<file path="src/rtl/bitslip_train.sv">
// Bitslip training FSM: sweeps slip counts 0..7 until the frame lane shows the
// expected pattern for MATCH_CYCLES consecutive words. It then holds lock or, after MAX_PASSES sweeps, reports failure.
module bitslip_train #(
  parameter int unsigned SETTLE_CYCLES = 4,
  parameter int unsigned MATCH_CYCLES  = 16,
  parameter int unsigned MAX_PASSES    = 2
) (
  input  logic       clk_div,
  input  logic       reset,
  input  logic       start,
  input  logic [7:0] pattern,
  input  logic [7:0] frame_data,
  output logic [3:0] bitslip_count,
  output logic       busy,
  output logic       locked,
  output logic       fail,
  output logic       lock_err
);

  typedef enum logic [2:0] {
    S_IDLE,
    S_SETTLE,
    S_CHECK,
    S_NEXT,
    S_LOCKED,
    S_FAIL
  } state_t;

  localparam logic [7:0] SETTLE_INIT = 8'(SETTLE_CYCLES);
  localparam logic [7:0] MATCH_LAST  = 8'(MATCH_CYCLES - 1);
  localparam logic [3:0] PASS_LIMIT  = 4'(MAX_PASSES);
  localparam logic [3:0] SLIP_LAST   = 4'd7;

  state_t     state, state_n;
  logic [7:0] settle_cnt, settle_cnt_n;
  logic [7:0] match_cnt, match_cnt_n;
  logic [3:0] pass_cnt, pass_cnt_n;
  logic [3:0] slip_n;
  logic       busy_n, locked_n, fail_n, lock_err_n;
  logic       word_ok;
  logic       restart;

  assign word_ok = (frame_data == pattern);
  assign restart = start && (state == S_IDLE || state == S_LOCKED || state == S_FAIL);

  always_comb begin
    state_n      = state;
    settle_cnt_n = settle_cnt;
    match_cnt_n  = match_cnt;
    pass_cnt_n   = pass_cnt;
    slip_n       = bitslip_count;
    busy_n       = busy;
    locked_n     = locked;
    fail_n       = fail;
    lock_err_n   = lock_err;

    case (state)
      S_SETTLE: begin
        settle_cnt_n = settle_cnt - 8'd1;
        if (settle_cnt <= 8'd1) begin
          state_n     = S_CHECK;
          match_cnt_n = '0;
        end
      end
      S_CHECK: begin
        if (word_ok) begin
          if (match_cnt == MATCH_LAST) begin
            state_n  = S_LOCKED;
            locked_n = 1'b1;
            busy_n   = 1'b0;
          end else begin
            match_cnt_n = match_cnt + 8'd1;
          end
        end else begin
          state_n     = S_NEXT;
          match_cnt_n = '0;
        end
      end
      S_NEXT: begin
        if (bitslip_count < SLIP_LAST) begin
          slip_n       = bitslip_count + 4'd1;
          state_n      = S_SETTLE;
          settle_cnt_n = SETTLE_INIT;
        end else begin
          pass_cnt_n = pass_cnt + 4'd1;
          slip_n     = '0;
          if (pass_cnt + 4'd1 == PASS_LIMIT) begin
            state_n = S_FAIL;
            fail_n  = 1'b1;
            busy_n  = 1'b0;
          end else begin
            state_n      = S_SETTLE;
            settle_cnt_n = SETTLE_INIT;
          end
        end
      end
      S_LOCKED: begin
        if (!word_ok) lock_err_n = 1'b1;
      end
      default: ;
    endcase

    // Restart overrides whatever the idle/terminal states decided above.
    if (restart) begin
      state_n      = S_SETTLE;
      slip_n       = '0;
      pass_cnt_n   = '0;
      settle_cnt_n = SETTLE_INIT;
      match_cnt_n  = '0;
      busy_n       = 1'b1;
      locked_n     = 1'b0;
      fail_n       = 1'b0;
      lock_err_n   = 1'b0;
    end
  end

  always_ff @(posedge clk_div) begin
    if (reset) begin
      state         <= S_IDLE;
      settle_cnt    <= '0;
      match_cnt     <= '0;
      pass_cnt      <= '0;
      bitslip_count <= '0;
      busy          <= 1'b0;
      locked        <= 1'b0;
      fail          <= 1'b0;
      lock_err      <= 1'b0;
    end else begin
      state         <= state_n;
      settle_cnt    <= settle_cnt_n;
      match_cnt     <= match_cnt_n;
      pass_cnt      <= pass_cnt_n;
      bitslip_count <= slip_n;
      busy          <= busy_n;
      locked        <= locked_n;
      fail          <= fail_n;
      lock_err      <= lock_err_n;
    end
  end

endmodule

</file>
<file path="config.mk">
export PLATFORM = sky130hd
export DESIGN_NAME = bitslip_train
export DESIGN_NICKNAME = d
export VERILOG_FILES = /design/src/rtl/bitslip_train.sv
export SDC_FILE = /design/constraint.sdc
export NUM_CORES = 1
export LEC_CHECK = 0
export CAP_MARGIN = 20
export CELL_PAD_IN_SITES_DETAIL_PLACEMENT = 1
export CELL_PAD_IN_SITES_GLOBAL_PLACEMENT = 1
export CORE_MARGIN = 2
export CORE_UTILIZATION = 42
export DETAILED_ROUTE_END_ITERATION = 10
export PLACE_DENSITY = 0.87
export SKIP_CTS_REPAIR_TIMING = 1
export SLEW_MARGIN = 20
export SYNTH_ARGS = -nofsm -noshare
export SYNTH_HDL_FRONTEND = slang
export SYNTH_SLANG_ARGS = --single-unit
</file>
<file path="constraint.sdc">
create_clock -name clk_div -period 2.85 [get_ports clk_div]
set_input_delay 0.7125 -clock clk_div [delete_from_list [all_inputs] [get_ports clk_div]]
set_output_delay 0.7125 -clock clk_div [all_outputs]
set_load 0.05 [all_outputs]
</file>
======== Word-level counts from Yosys, hierarchy flattened ========
Index checks and enable logic that the tools add are counted.
cells by class
  add/subtract/negate cells ............... 4
  multiply operators ...................... 0
  div/mod/pow operators ................... 0
  magnitude comparators ................... 2
  equal/unequal tests ..................... 19
  shift operators ......................... 0
  muxes and demuxes ....................... 22
  bitwise logic cells ..................... 2
  reductions and logical operators ........ 21
operators by type and width
  kind                   count
  $mux W8                5
  $pmux W8 S2            2
  $ne A3 B3 Y1 const B   8
  $mux W3                6
  $reduce_and A3 Y1      5
  $pmux W3 S3            1
  $reduce_bool A3 Y1     3
  $add A4 B1 Y4 const B  2
  $add A8 B1 Y8 const B  1
  $eq A8 B4 Y1 const B   1
  $eq A8 B8 Y1           1
  $le A8 B1 Y1 const B   1
  $ne A4 B4 Y1 const B   2
  $reduce_and A2 Y1      4
  $sub A8 B1 Y8 const B  1
  $eq A3 B2 Y1 const B   2
  $eq A3 B3 Y1 const B   2
  $mux W1                6
  $reduce_and A5 Y1      1
  $eq A4 B2 Y1 const B   1
  $lt A4 B3 Y1 const B   1
  $mux W4                1
  $reduce_bool A2 Y1     2
  $reduce_bool A4 Y1     1
  other kinds (8)        10
storage, ports and cells
  flip-flop bits (word level) ............. 31
  bits in latches ......................... 0
  memory bits (writable) .................. 0
  ROM bits ................................ 0
  input port bits ......................... 19
  output and inout bits ................... 8
  logic and storage cells ................. 81
  memories ................................ 0

======== Logic depth before layout (Yosys ltp) ========
  word-level depth ........................ 6
  gate-level depth with buffers ........... 7
  depth with buffers taken out ............ 7

======== Least setup slack after synthesis ========
Ideal clock, no wire load.
  kind .................................... register -> register
  start point ............................. reg bitslip_count[0]
  end point ............................... reg settle_cnt[5]
  library setup time ...................... 0.115 ns
  arrival ................................. 1.975 ns
  required time ........................... 2.735 ns
  setup slack ............................. 0.760 ns
  cell stages (with the launch flop) ...... 8
  path buffers ............................ 1
  clock period less this slack ............ 2.090 ns
  cells stage by stage .................... dfxtp_1 > ha_1 > a21oi_1 > or2_2 > clkbuf_1 > o21ai_1 > nor3_1 > o21ba_2
on the way
  word-level cells in the longest chain between the ends .. 3
  elaborated cells between the ends (all ways) .. 5
  those cells by class .................... order compare: 1; eq/ne: 1; mux: 2; reduce/logical: 1
RTL lines
  element                                           RTL line  RTL
  start, declared                                   13        output logic [3:0] bitslip_count,
  start signal, assigned                            133       bitslip_count <= slip_n;
  $lt A4 B3 Y1 *                                    80        if (bitslip_count < SLIP_LAST) begin
  $mux W8 or $ne A3 B3 Y1 (tied branches)           n/a
  $pmux W8 S2 or $reduce_and A2 Y1 (tied branches)  n/a
  end signal, assigned                              130       settle_cnt <= settle_cnt_n;
  end, declared                                     35        logic [7:0] settle_cnt, settle_cnt_n;
Every way passes the cells marked *; elsewhere a longest branch is shown, timed or not.
A chain may end at the register's enable or synchronous reset.

======== Final worst setup path ========
  start point ............................. reg bitslip_count[0]
  end point ............................... out bitslip_count[0]
No word-level cell between the ends.

==> impl.org <==
** Route
- Summed over all layers, the routed wires come to 4182 um.
- After detailed routing, the number of vias per cell comes to 5.601.
- The final route contains 1,574 vias.
- Number of DRC markers after the initial detailed-route iteration :: 49
- Pre-Repair DR Iteration Count :: 4
- The count of nets left with antenna violations once routing finished came out at 0.
- Remaining routing DRC violations :: 0
- Dividing the detail-routed wire length by the instance count gives 14.88 um.

** Yosys
- By area the synthesized netlist is led by sky130_fd_sc_hd__dfxtp_1 (37%), sky130_fd_sc_hd__nor2_1 (6.2%), sky130_fd_sc_hd__xnor2_1 (6.2%), sky130_fd_sc_hd__a21oi_1 (4.7%), sky130_fd_sc_hd__ha_1 (4.4%).
- In this run the biggest area consumer among cell types represents 36.58% of the synthesized area.
- Yosys synthesis warning count :: 0
- Synth Area per Inst :: 8.441 um2
- Compound-Gate Fraction of Synth Area :: 17.85%
- Largest family of logic cells by synthesized area :: simple AND/OR/NAND/NOR gates
- Yosys mapped the design onto 50 distinct sky130hd cell types.
- Summing the areas of all and, or, nand and nor instances in the mapped netlist gives 29.57% of the synthesized area.
- Summing the areas of all xor and xnor instances in the mapped netlist gives 8.776% of the synthesized area.
- Post-synthesis instance area :: 0.001697 mm2
- Synthesized netlist cell count :: 201
- Net count of the mapped netlist :: 226
- In this run, synthesis produced a sequential element count of 31.
- The largest total area in the synthesized netlist belongs to sky130_fd_sc_hd__dfxtp_1.
- Number of enable flip-flop cells after synthesis :: 0
- Post-synth ARST share :: 0%
- Mux cell area share after synthesis :: 0%
- Adder and majority cell fraction of the synthesized area :: 4.425%
- Part of the Yosys area used for sequential elements :: 36.58%
- Dominant synthesized flop cell :: sky130_fd_sc_hd__dfxtp_1

** STA
- On the final layout, the worst hold slack is 489.1 ps.
- The worst path needs 2218 ps of the cycle, external delays included.
- Setup TNS Final :: 0 ps
- Count of final setup violators :: 0
- Max-slew headroom at the worst pin :: 65.75%
- Setup ws final :: 632.2 ps
- Post-route clock skew :: 4.521 ps
- At the pin with the least slew margin, the transition time is 512.6 ps.
- Dividing the final minimum period by the clock period gives 77.82%.
- The max-slew violation total from the final report came to 0.
- Count of endpoints failing hold in the final timing report :: 0
- Setup repair after global routing left no endpoint under its margin.
- Fmax :: 450.9 MHz

** Cells and area
- Ratio of cells with drive above 1 in the final layout :: 7.359%
- 0 antenna diodes ended up in the layout.
- The net count of the finished layout is 255.
- In the layout the commonest cells are sky130_fd_sc_hd__dfxtp_1 (31), sky130_fd_sc_hd__nor2_1 (28), sky130_fd_sc_hd__clkdlybuf4s50_1 (26), sky130_fd_sc_hd__a21oi_1 (16), sky130_fd_sc_hd__xnor2_1 (12).
- Counting the fill cells in the layout gives 480.
- Leaving out fill and tap cells, the most frequent cell in the layout is sky130_fd_sc_hd__dfxtp_1.
- Summing all flip-flop and latch instances after layout gives 620.6 um2.
- Summing all multi-input logic gate instances after layout gives 0.001028 mm2.
- Compared with the post-synthesis result, the final layout area differs by 22.79%.

** Floorplan
- The initial utilization of the core area, before any placement, comes to 43.03%.
- Floorplan die height :: 67.56 um
- After floorplanning, the core was divided into 23 placement rows.
- Placeable core region :: 0.003943 mm2
- 27 I/O pins were placed.
- The floorplan step set the die width to 67.56 um.
- The floorplan step defined a die boundary enclosing 0.004564 mm2.

** Global route
- Via count of the first global-routing pass :: 1,591
- The first global-routing pass estimated 7024 um of wire.
- Entering global routing, the biggest net connects 16 pins.
- Total global routing track utilization :: 20.71%
- Number of antenna violations at the first check in global routing :: 0
- Global routing finished with a remaining overflow of 0.

** Clocking
- The clock drives 31 sinks.
- Clock tree from TritonCTS :: done
- In this run the clock root is driven by a sky130_fd_sc_hd__clkbuf_8.
- TritonCTS created 5 clock buffers.
- The H-tree generated during clock tree synthesis spans 2 levels.
- After clock tree synthesis, the clock-pin slew on the worst setup and hold paths is 70 ps.
- The longest clock path from root to sink contains 2 buffers.
- Clock latency on the worst-skew pair, taken at its later pin, is 290 ps.

** Worst setup path
- Launching element type of the critical path :: flop
- Along the worst path, the maximum fanout reaches 5.
- Cells along the critical path :: clkdlybuf4s50_1
- The endpoint identified for the worst register-to-register timing path is busy.
- Largest incremental delay on the critical path :: 820 ps
- In this run the register-to-register setup slack is 680 ps.
- Measured in cells, the most critical reg-to-reg path has a length of 6.
- In this design, the largest share of critical-path delay is due to buffers and inverters.
- Category of the worst setup path capture point :: output pin
- STA puts the critical path data arrival time at 1510 ps.
- Endpoint required time on the critical path :: 2140 ps
- The critical path in this run is classified as reg -> out.
- Slowest CP cell :: sky130_fd_sc_hd__clkdlybuf4s50_1
- Count of cell instances traversed by the critical path :: 1
- In this run the critical register-to-register path is launched from match_cnt[0].
- Count of buffer and inverter cells on the critical path :: 1

** Power and ir drop
- Leakage power :: 0.0007072 uW
- IR drop worst, VDD :: 0.0003210 V
- Areal power density over the cells :: 507.1 mW/mm2

** Place
- DP Worst Slack :: 436.5 ps
- Detailed Place HPWL :: 3095 um
- GPL Wtd Cong :: 0.7685
- Port buffering added 26 buffers.

** Hold path
- Hold Startpoint :: match_cnt[7]
- The path class of the tightest hold or removal check is reg -> reg.
- Capture endpoint of the worst hold path :: match_cnt[7]
- Counting instances, the worst hold path has a depth of 1.

** Outcome
- Result of the run :: complete, no violations

** Run
- Across the run, the number of max-cap violations was 0.
synth_stat cells (2+ instances only):
| library cell | n |
|---|---|
| sky130_fd_sc_hd__nor3b_1 | 2 |
| sky130_fd_sc_hd__and4_1 | 2 |
| sky130_fd_sc_hd__nor3_1 | 9 |
| sky130_fd_sc_hd__nand4_1 | 5 |
| sky130_fd_sc_hd__and2_1 | 3 |
| sky130_fd_sc_hd__nand3_1 | 7 |
| sky130_fd_sc_hd__o21ai_1 | 3 |
| sky130_fd_sc_hd__or2_2 | 2 |
| sky130_fd_sc_hd__a41oi_1 | 2 |
| sky130_fd_sc_hd__clkbuf_1 | 3 |
| sky130_fd_sc_hd__nand2b_1 | 5 |
| sky130_fd_sc_hd__nor4_1 | 3 |
| sky130_fd_sc_hd__a21oi_1 | 16 |
| sky130_fd_sc_hd__nand2_1 | 11 |
| sky130_fd_sc_hd__nand3b_1 | 3 |
| sky130_fd_sc_hd__o2bb2ai_1 | 2 |
| sky130_fd_sc_hd__ha_1 | 6 |
| sky130_fd_sc_hd__xnor2_1 | 12 |
| sky130_fd_sc_hd__xor2_1 | 5 |
| sky130_fd_sc_hd__inv_1 | 4 |
| sky130_fd_sc_hd__nor2_1 | 28 |
| sky130_fd_sc_hd__dfxtp_1 | 31 |
| sky130_fd_sc_hd__o21ai_0 | 5 |
| sky130_fd_sc_hd__nor2b_1 | 3 |
| sky130_fd_sc_hd__a311oi_1 | 3 |
| sky130_fd_sc_hd__buf_2 | 2 |
worst max path at each step:
stage / from / to
floorplan: bitslip_count[0] / settle_cnt[5]
global placement: start / match_cnt[3]
detailed placement: pattern[6] / match_cnt[0]
CTS: bitslip_count[0] / bitslip_count[0]
global route: match_cnt[0] / busy
finish: bitslip_count[0] / bitslip_count[0]
kinds of logic after synthesis:
logic type / count (synthesis)
xor gates and xnor gates: 17
adders and majority gates: 6
buffers and inverters: 10
AOI/OAI and AO/OA: 44
and+or+nand+nor: 93
DFF: 31
flip-flops by register name, indices dropped and copies added, names as in the netlist:
name / count
lock_err: 1
fail: 1
match_cnt: 8
pass_cnt: 4
bitslip_count: 4
settle_cnt: 8
locked: 1
state: 3
busy: 1
area by class of cell:
class	count	share of cell area (%)
multi-input cells	160	49.37
flip-flops and latches	31	29.79
repair buffers	28	13.21
clock buffers	7	3.664
well taps	50	3.003
inverters	4	0.7207
clock inverters	1	0.2402
per-layer routing:
metal	global-route usage [%]	vias to the layer above	part of all wire, %
li1	-	780	-
met1	22.64	762	44
met2	37.38	25	51
met3	4.333	7	2.8
met4	10.46	0	2.1
met5	0	-	0
stage by stage:
stage | area, um2 | total power (uW) | instances | util (%)
finish | 2083 | 1056 | 281 | 52.84
global placement | 2002 | 716.7 | 273 | 50.78
global route | 2083 | 1108 | 281 | 52.84
detailed placement | 2002 | 725.1 | 273 | 50.78
CTS | 2083 | 1066 | 281 | 52.84
floorplan | 1697 | 651.3 | 201 | -
where the power goes:
| part | switching (uW) | leakage (uW) | total (uW) | internal, uW |
|---|---|---|---|---|
| clock | 168 | 0.0000422 | 340 | 171 |
| combinational | 128 | 0.000414 | 229 | 101 |
| sequential | 29.6 | 0.000251 | 487 | 458 |
| total | 326 | 0.000707 | 1060 | 730 |
Power figures use the tool's default switching activity.
